## src/rtl/alvio_ready_init_ctrl.sv

```systemverilog
// alvio_ready_init_ctrl
// Sequencer that clears the active-list ready-bit RAM after reset and on every
// dynamic reconfiguration. A reconfiguration first drains the active list and
// then writes zero to the entries through a dedicated RAM write port, one entry
// per cycle. alReadyBitReady_o is high only while the RAM contents are valid.
//
// Build option:
//   ALVIO_INIT_SKIP_GATED_EN  defined: clear only the partitions that are active
//                             in the mask latched on entry to the clear (an
//                             all-zero mask is treated as partition 0 active).
//                             undefined: ignore the mask and clear 0..DEPTH-1.
module alvio_ready_init_ctrl #(
    parameter int DEPTH         = 16,
    parameter int INDEX         = 4,
    parameter int WIDTH         = 8,
    parameter int NUM_PARTS     = 4,
    parameter int NUM_PARTS_LOG = 2
) (
    input  logic                 clk,
    input  logic                 reset,
    input  logic [NUM_PARTS-1:0] alPartitionActive_i,
    input  logic                 reconfigReq_i,
    input  logic                 alEmpty_i,
    output logic                 we_o,
    output logic [INDEX-1:0]     addrWr_o,
    output logic [WIDTH-1:0]     dataWr_o,
    output logic                 alReadyBitReady_o,
    output logic                 reconfigAck_o
);

    localparam int PS = DEPTH / NUM_PARTS;
    localparam int PW = (NUM_PARTS_LOG > 0) ? NUM_PARTS_LOG : 1;
    localparam logic [INDEX-1:0] LAST_OFF = INDEX'(PS - 1);

    typedef enum logic [1:0] {
        START = 2'd0,
        CLEAR = 2'd1,
        READY = 2'd2,
        DRAIN = 2'd3
    } state_t;

    state_t                 state_q, state_n;
    logic [NUM_PARTS-1:0]   mask_q, mask_n;
    logic [PW-1:0]          part_q, part_n;
    logic [INDEX-1:0]       off_q, off_n;
    logic                   pend_q, pend_n;
    logic                   we_n;
    logic [INDEX-1:0]       addr_n;
    logic                   ready_n;
    logic                   ack_n;

    logic [NUM_PARTS-1:0]   start_mask;
    logic [PW-1:0]          start_part;
    logic [PW:0]            nxt;

    // Mask actually used for a clear, taken from the live partition enables.
    function automatic logic [NUM_PARTS-1:0] eff_mask(input logic [NUM_PARTS-1:0] m);
`ifdef ALVIO_INIT_SKIP_GATED_EN
        return (m == '0) ? NUM_PARTS'(1) : m;
`else
        // Mask has no effect in this build: every partition is cleared.
        return {NUM_PARTS{1'b1}} | m;
`endif
    endfunction

    // Lowest active partition of a mask.
    function automatic logic [PW-1:0] first_part(input logic [NUM_PARTS-1:0] m);
        logic [PW-1:0] r;
        r = '0;
        for (int i = NUM_PARTS - 1; i >= 0; i--) begin
            if (m[i]) r = PW'(i);
        end
        return r;
    endfunction

    // {found, index} of the lowest active partition strictly above p.
    function automatic logic [PW:0] next_part(input logic [NUM_PARTS-1:0] m,
                                              input logic [PW-1:0]        p);
        logic [PW:0] r;
        r = '0;
        for (int i = NUM_PARTS - 1; i >= 0; i--) begin
            if (m[i] && (i > int'(p))) r = {1'b1, PW'(i)};
        end
        return r;
    endfunction

    // First RAM address of partition p.
    function automatic logic [INDEX-1:0] part_base(input logic [PW-1:0] p);
        return INDEX'(int'(p) * PS);
    endfunction

    assign start_mask = eff_mask(alPartitionActive_i);
    assign start_part = first_part(start_mask);
    assign nxt        = next_part(mask_q, part_q);

    // Next-state and next-output decode; outputs are registered below.
    always_comb begin
        state_n = state_q;
        mask_n  = mask_q;
        part_n  = part_q;
        off_n   = off_q;
        pend_n  = pend_q;
        we_n    = 1'b0;
        addr_n  = addrWr_o;
        ready_n = 1'b0;
        ack_n   = 1'b0;
        case (state_q)
            START: begin
                // Post-reset clear: never acknowledged.
                state_n = CLEAR;
                mask_n  = start_mask;
                part_n  = start_part;
                off_n   = '0;
                addr_n  = part_base(start_part);
                we_n    = 1'b1;
                pend_n  = 1'b0;
            end
            CLEAR: begin
                we_n = 1'b1;
                if (off_q == LAST_OFF) begin
                    if (nxt[PW]) begin
                        // Jump over gated partitions to the next active one.
                        part_n = nxt[PW-1:0];
                        off_n  = '0;
                        addr_n = part_base(nxt[PW-1:0]);
                    end else begin
                        // Last entry of the highest active partition written.
                        state_n = READY;
                        we_n    = 1'b0;
                        ready_n = 1'b1;
                        ack_n   = pend_q;
                        pend_n  = 1'b0;
                    end
                end else begin
                    off_n  = off_q + INDEX'(1);
                    addr_n = addrWr_o + INDEX'(1);
                end
            end
            READY: begin
                if (reconfigReq_i) begin
                    state_n = DRAIN;
                end else begin
                    ready_n = 1'b1;
                end
            end
            DRAIN: begin
                if (alEmpty_i) begin
                    state_n = CLEAR;
                    mask_n  = start_mask;
                    part_n  = start_part;
                    off_n   = '0;
                    addr_n  = part_base(start_part);
                    we_n    = 1'b1;
                    pend_n  = 1'b1;
                end
            end
            default: begin
                state_n = START;
            end
        endcase
    end

    // State and output registers with asynchronous active-low reset.
    always_ff @(posedge clk or negedge reset) begin
        if (!reset) begin
            state_q           <= START;
            mask_q            <= '0;
            part_q            <= '0;
            off_q             <= '0;
            pend_q            <= 1'b0;
            we_o              <= 1'b0;
            addrWr_o          <= '0;
            dataWr_o          <= '0;
            alReadyBitReady_o <= 1'b0;
            reconfigAck_o     <= 1'b0;
        end else begin
            state_q           <= state_n;
            mask_q            <= mask_n;
            part_q            <= part_n;
            off_q             <= off_n;
            pend_q            <= pend_n;
            we_o              <= we_n;
            addrWr_o          <= addr_n;
            dataWr_o          <= '0;
            alReadyBitReady_o <= ready_n;
            reconfigAck_o     <= ack_n;
        end
    end

endmodule

```

## config.mk

```make
export PLATFORM = sky130hd
export DESIGN_NAME = alvio_ready_init_ctrl
export DESIGN_NICKNAME = d
export VERILOG_FILES = /design/src/rtl/alvio_ready_init_ctrl.sv
export SDC_FILE = /design/constraint.sdc
export NUM_CORES = 1
export LEC_CHECK = 0
export CELL_PAD_IN_SITES_DETAIL_PLACEMENT = 1
export CELL_PAD_IN_SITES_GLOBAL_PLACEMENT = 2
export CORE_MARGIN = 5
export CORE_UTILIZATION = 33
export CTS_CLUSTER_SIZE = 10
export DETAILED_ROUTE_END_ITERATION = 10
export GPL_ROUTABILITY_DRIVEN = 0
export PLACE_DENSITY_LB_ADDON = 0.12
export SYNTH_ARGS = -nofsm -noshare
export SYNTH_HDL_FRONTEND = slang
export SYNTH_SLANG_ARGS = --single-unit
```

## constraint.sdc

```tcl
create_clock -name clk -period 5.23 [get_ports clk]
set_input_delay 0.523 -clock clk [delete_from_list [all_inputs] [get_ports clk]]
set_output_delay 0.523 -clock clk [all_outputs]
set_load 0.005 [all_outputs]
```

==> impl_metrics.ini <==
[pwr]
seqPwrFrac_pct = 37.0
p_sw_share_pct = 40.54
internal_power_uw = 313.9
leakage_uw = 0.0005305
clkPwrFrac_pct = 14.2
switching_power_uw = 214.0
ir_drop_mv = 0.2278
combPwrFrac_pct = 48.8
power_per_cell_area_nw_per_um2 = 454.1

[floorplan]
start_util_pct = 34.13
num_io_pins = 23
die_y_um = 65.96
dieArea_um2 = 4351
core_area_um2 = 3028
rows = 20
fp.dieW_um = 65.96

[layout]
num_antenna_cells = 0
multi_input_area_um2 = 529.3
fillerInstances = 351
syn_to_final_growth_pct = 12.47
seq_area_um2 = 425.4
drive_gt1_share_pct = 10.71
design.final.nets = 129

[timing]
post-route-period-util_pct = 38.61
final_hold_viol_count = 0
tightest_slew_ps = 824.7
final_max_slew_viol_count = 0
rsz0062_at_grt = false
period_minus_slack_ps = 2019
setup_viol = 0
fmax_mhz = 495.2
hold_ws_ps = 513.5
slew_headroom_pct = 44.84
worst_slack_ps = 3211
skew_ps = 1.263
fin_setup_tns_ps = 0

[clock_network]
tritoncts = yes
clock_latency_ps = 290
clockBufferDepth = 2
numClockSinks = 17
path_clk_slew_ps = 110
ctsHoldBuffers = 0
ctsResizeCount = 0
cts.root.buffer_cell = clkbuf_4
post_cts_buffers = 0
htreeDepth = 1
cts_buffers = 3

[detailed_routing]
detail_route.wl_per_cell_um = 13.89
drt_iter0_drc = 25
viasPerCell = 4.853
routed_wirelength_mm = 2.167
vias = 757
detailedRoute.firstPassIterationCount = 4
drc = 0
ant_nets = 0

[critical_path]
startpoint_type = flip-flop
endpoint_kind = flip-flop
cp.required_ps = 5430
cp.arrival_ps = 2210
path_max_fanout = 6
crit_type = reg -> reg

[logic_synthesis]
synth-edff-count = 0
yosys_warnings = 0
ys_types = 37
syn_area_um2 = 1033
synth_top_area_cell = dfrtp_1
yosysSeqAreaShare_pct = 41.16
post-synth-top-area-fraction_pct = 41.16
synth_area_per_cell_um2 = 10.13
syn_inst = 102
synth_async_sr_flop_share_pct = 100.0
yosys-top-cells-area = dfrtp_1, ha_1, buf_4
synth_ff_type = dfrtp_1
synth-seq-cells = 17

[job]
drv_cap = 0

[global_routing]
gr-total-overflow = 0
antenna_found_initial = 0
track_usage_pct = 11.85
grt_pass1_vias = 829
grt_max_degree = 18
grt_pass1_wl_mm = 3.960

[placed_design]
port_buffers = 10
dp_slack_ps = 3071
dp_hpwl_mm = 1.615

[worst_hold_path]
min_path_type = reg -> reg

[run_status]
status = completed
routing by layer:
metal  global-route usage, %  part of all wire, %  wire (um)  up-vias
met5                       0                    0          0        -
met2                   20.90                   49       1054       18
met3                   2.211                  4.0         86        4
met1                   14.42                   46       1001      371
met4                   3.807                  1.2         25        0
li1                        -                    -          -      364
power by group through the flow:
stage	clock [uW]	sequential (uW)	combinational [uW]
after detailed placement	0	200	264
final	75.0	195	257
after global routing	84.4	202	297
after CTS	78.4	197	266
after global placement	0	198	261
after floorplan	0	194	193
placed cells by master, fill, tap and decap left out, drive strengths merged, types with 3 or more instances in the layout:
cell | netlist | final
ha | 8 | 8
mux2i | 3 | 3
clkbuf | 2 | 4
nand3 | 4 | 4
inv | 7 | 7
nor2 | 5 | 5
conb | 1 | 8
dfrtp | 17 | 17
o21ai | 4 | 4
nand2 | 8 | 8
clkdlybuf4s50 | 0 | 10
a22o | 3 | 3
o22ai | 3 | 3
area by class of cell:
class,count,share of cell area [%]
tap,44,4.736
clock buffer,4,2.261
timing repair buffer,10,8.611
sequential,17,36.60
inverter,7,2.261
multi-input combinational,74,45.53
through the flow:
stage | total power [uW] | instance area [um^2] | util [%] | instances
after detailed placement | 464.1 | 1136 | 37.52 | 152
after floorplan | 386.6 | 1060 | - | 109
after CTS | 541.1 | 1162 | 38.39 | 156
after global placement | 459.3 | 1136 | 37.52 | 152
after global routing | 582.7 | 1162 | 38.39 | 156
final | 527.8 | 1162 | 38.39 | 156
flip-flops by register name (all words and copies together) (netlist names):
| name | cells |
|---|---|
| pend_q | 1 |
| part_q | 2 |
| addrWr_o | 4 |
| we_o | 1 |
| state_q | 2 |
| off_q | 4 |
| mask_q | 1 |
| reconfigAck_o | 1 |
| alReadyBitReady_o | 1 |
cells in the mapped netlist (3+ instances only):
| cell | n |
|---|---|
| dfrtp_1 | 17 |
| mux2i_1 | 3 |
| o22ai_1 | 3 |
| nor2_1 | 5 |
| buf_4 | 8 |
| nand3_1 | 4 |
| inv_1 | 7 |
| o21ai_0 | 3 |
| nand2_1 | 8 |
| ha_1 | 8 |
worst max-delay path, cell delays in order (launching register included):
cell      delay, ps
dfrtp_1         420
ha_1            210
nor3b_1         660
a311oi_2        320
a32o_1          320
kinds of logic after synthesis:
family                   count (synthesis)  synth area share [%]
multiplexers                             5                 5.448
buffers and inverters                   18                 10.17
XOR/XNOR                                 1                0.8476
AO/OA/AOI/OAI                           24                 18.40
flip-flops                              17                 41.16
AND/OR/NAND/NOR                         28                 13.92
other                                    1                0.3628
adder cells (fa/ha/maj)                  8                 9.686
path summary, 6_finish.rpt:
path | start | end | slack (ps) | cells past startpoint
max reg2reg | off_q[1] | addrWr_o[3] | 3210 | 4
max | off_q[1] | addrWr_o[3] | 3210 | 4
min reg2reg | pend_q | pend_q | 510 | 1
max in group asynchronous | reset | state_q[0] | 4030 | 1
min | pend_q | pend_q | 510 | 1
min in group asynchronous | reset | addrWr_o[1] | 690 | 1
(Power assumes the default switching activity.)
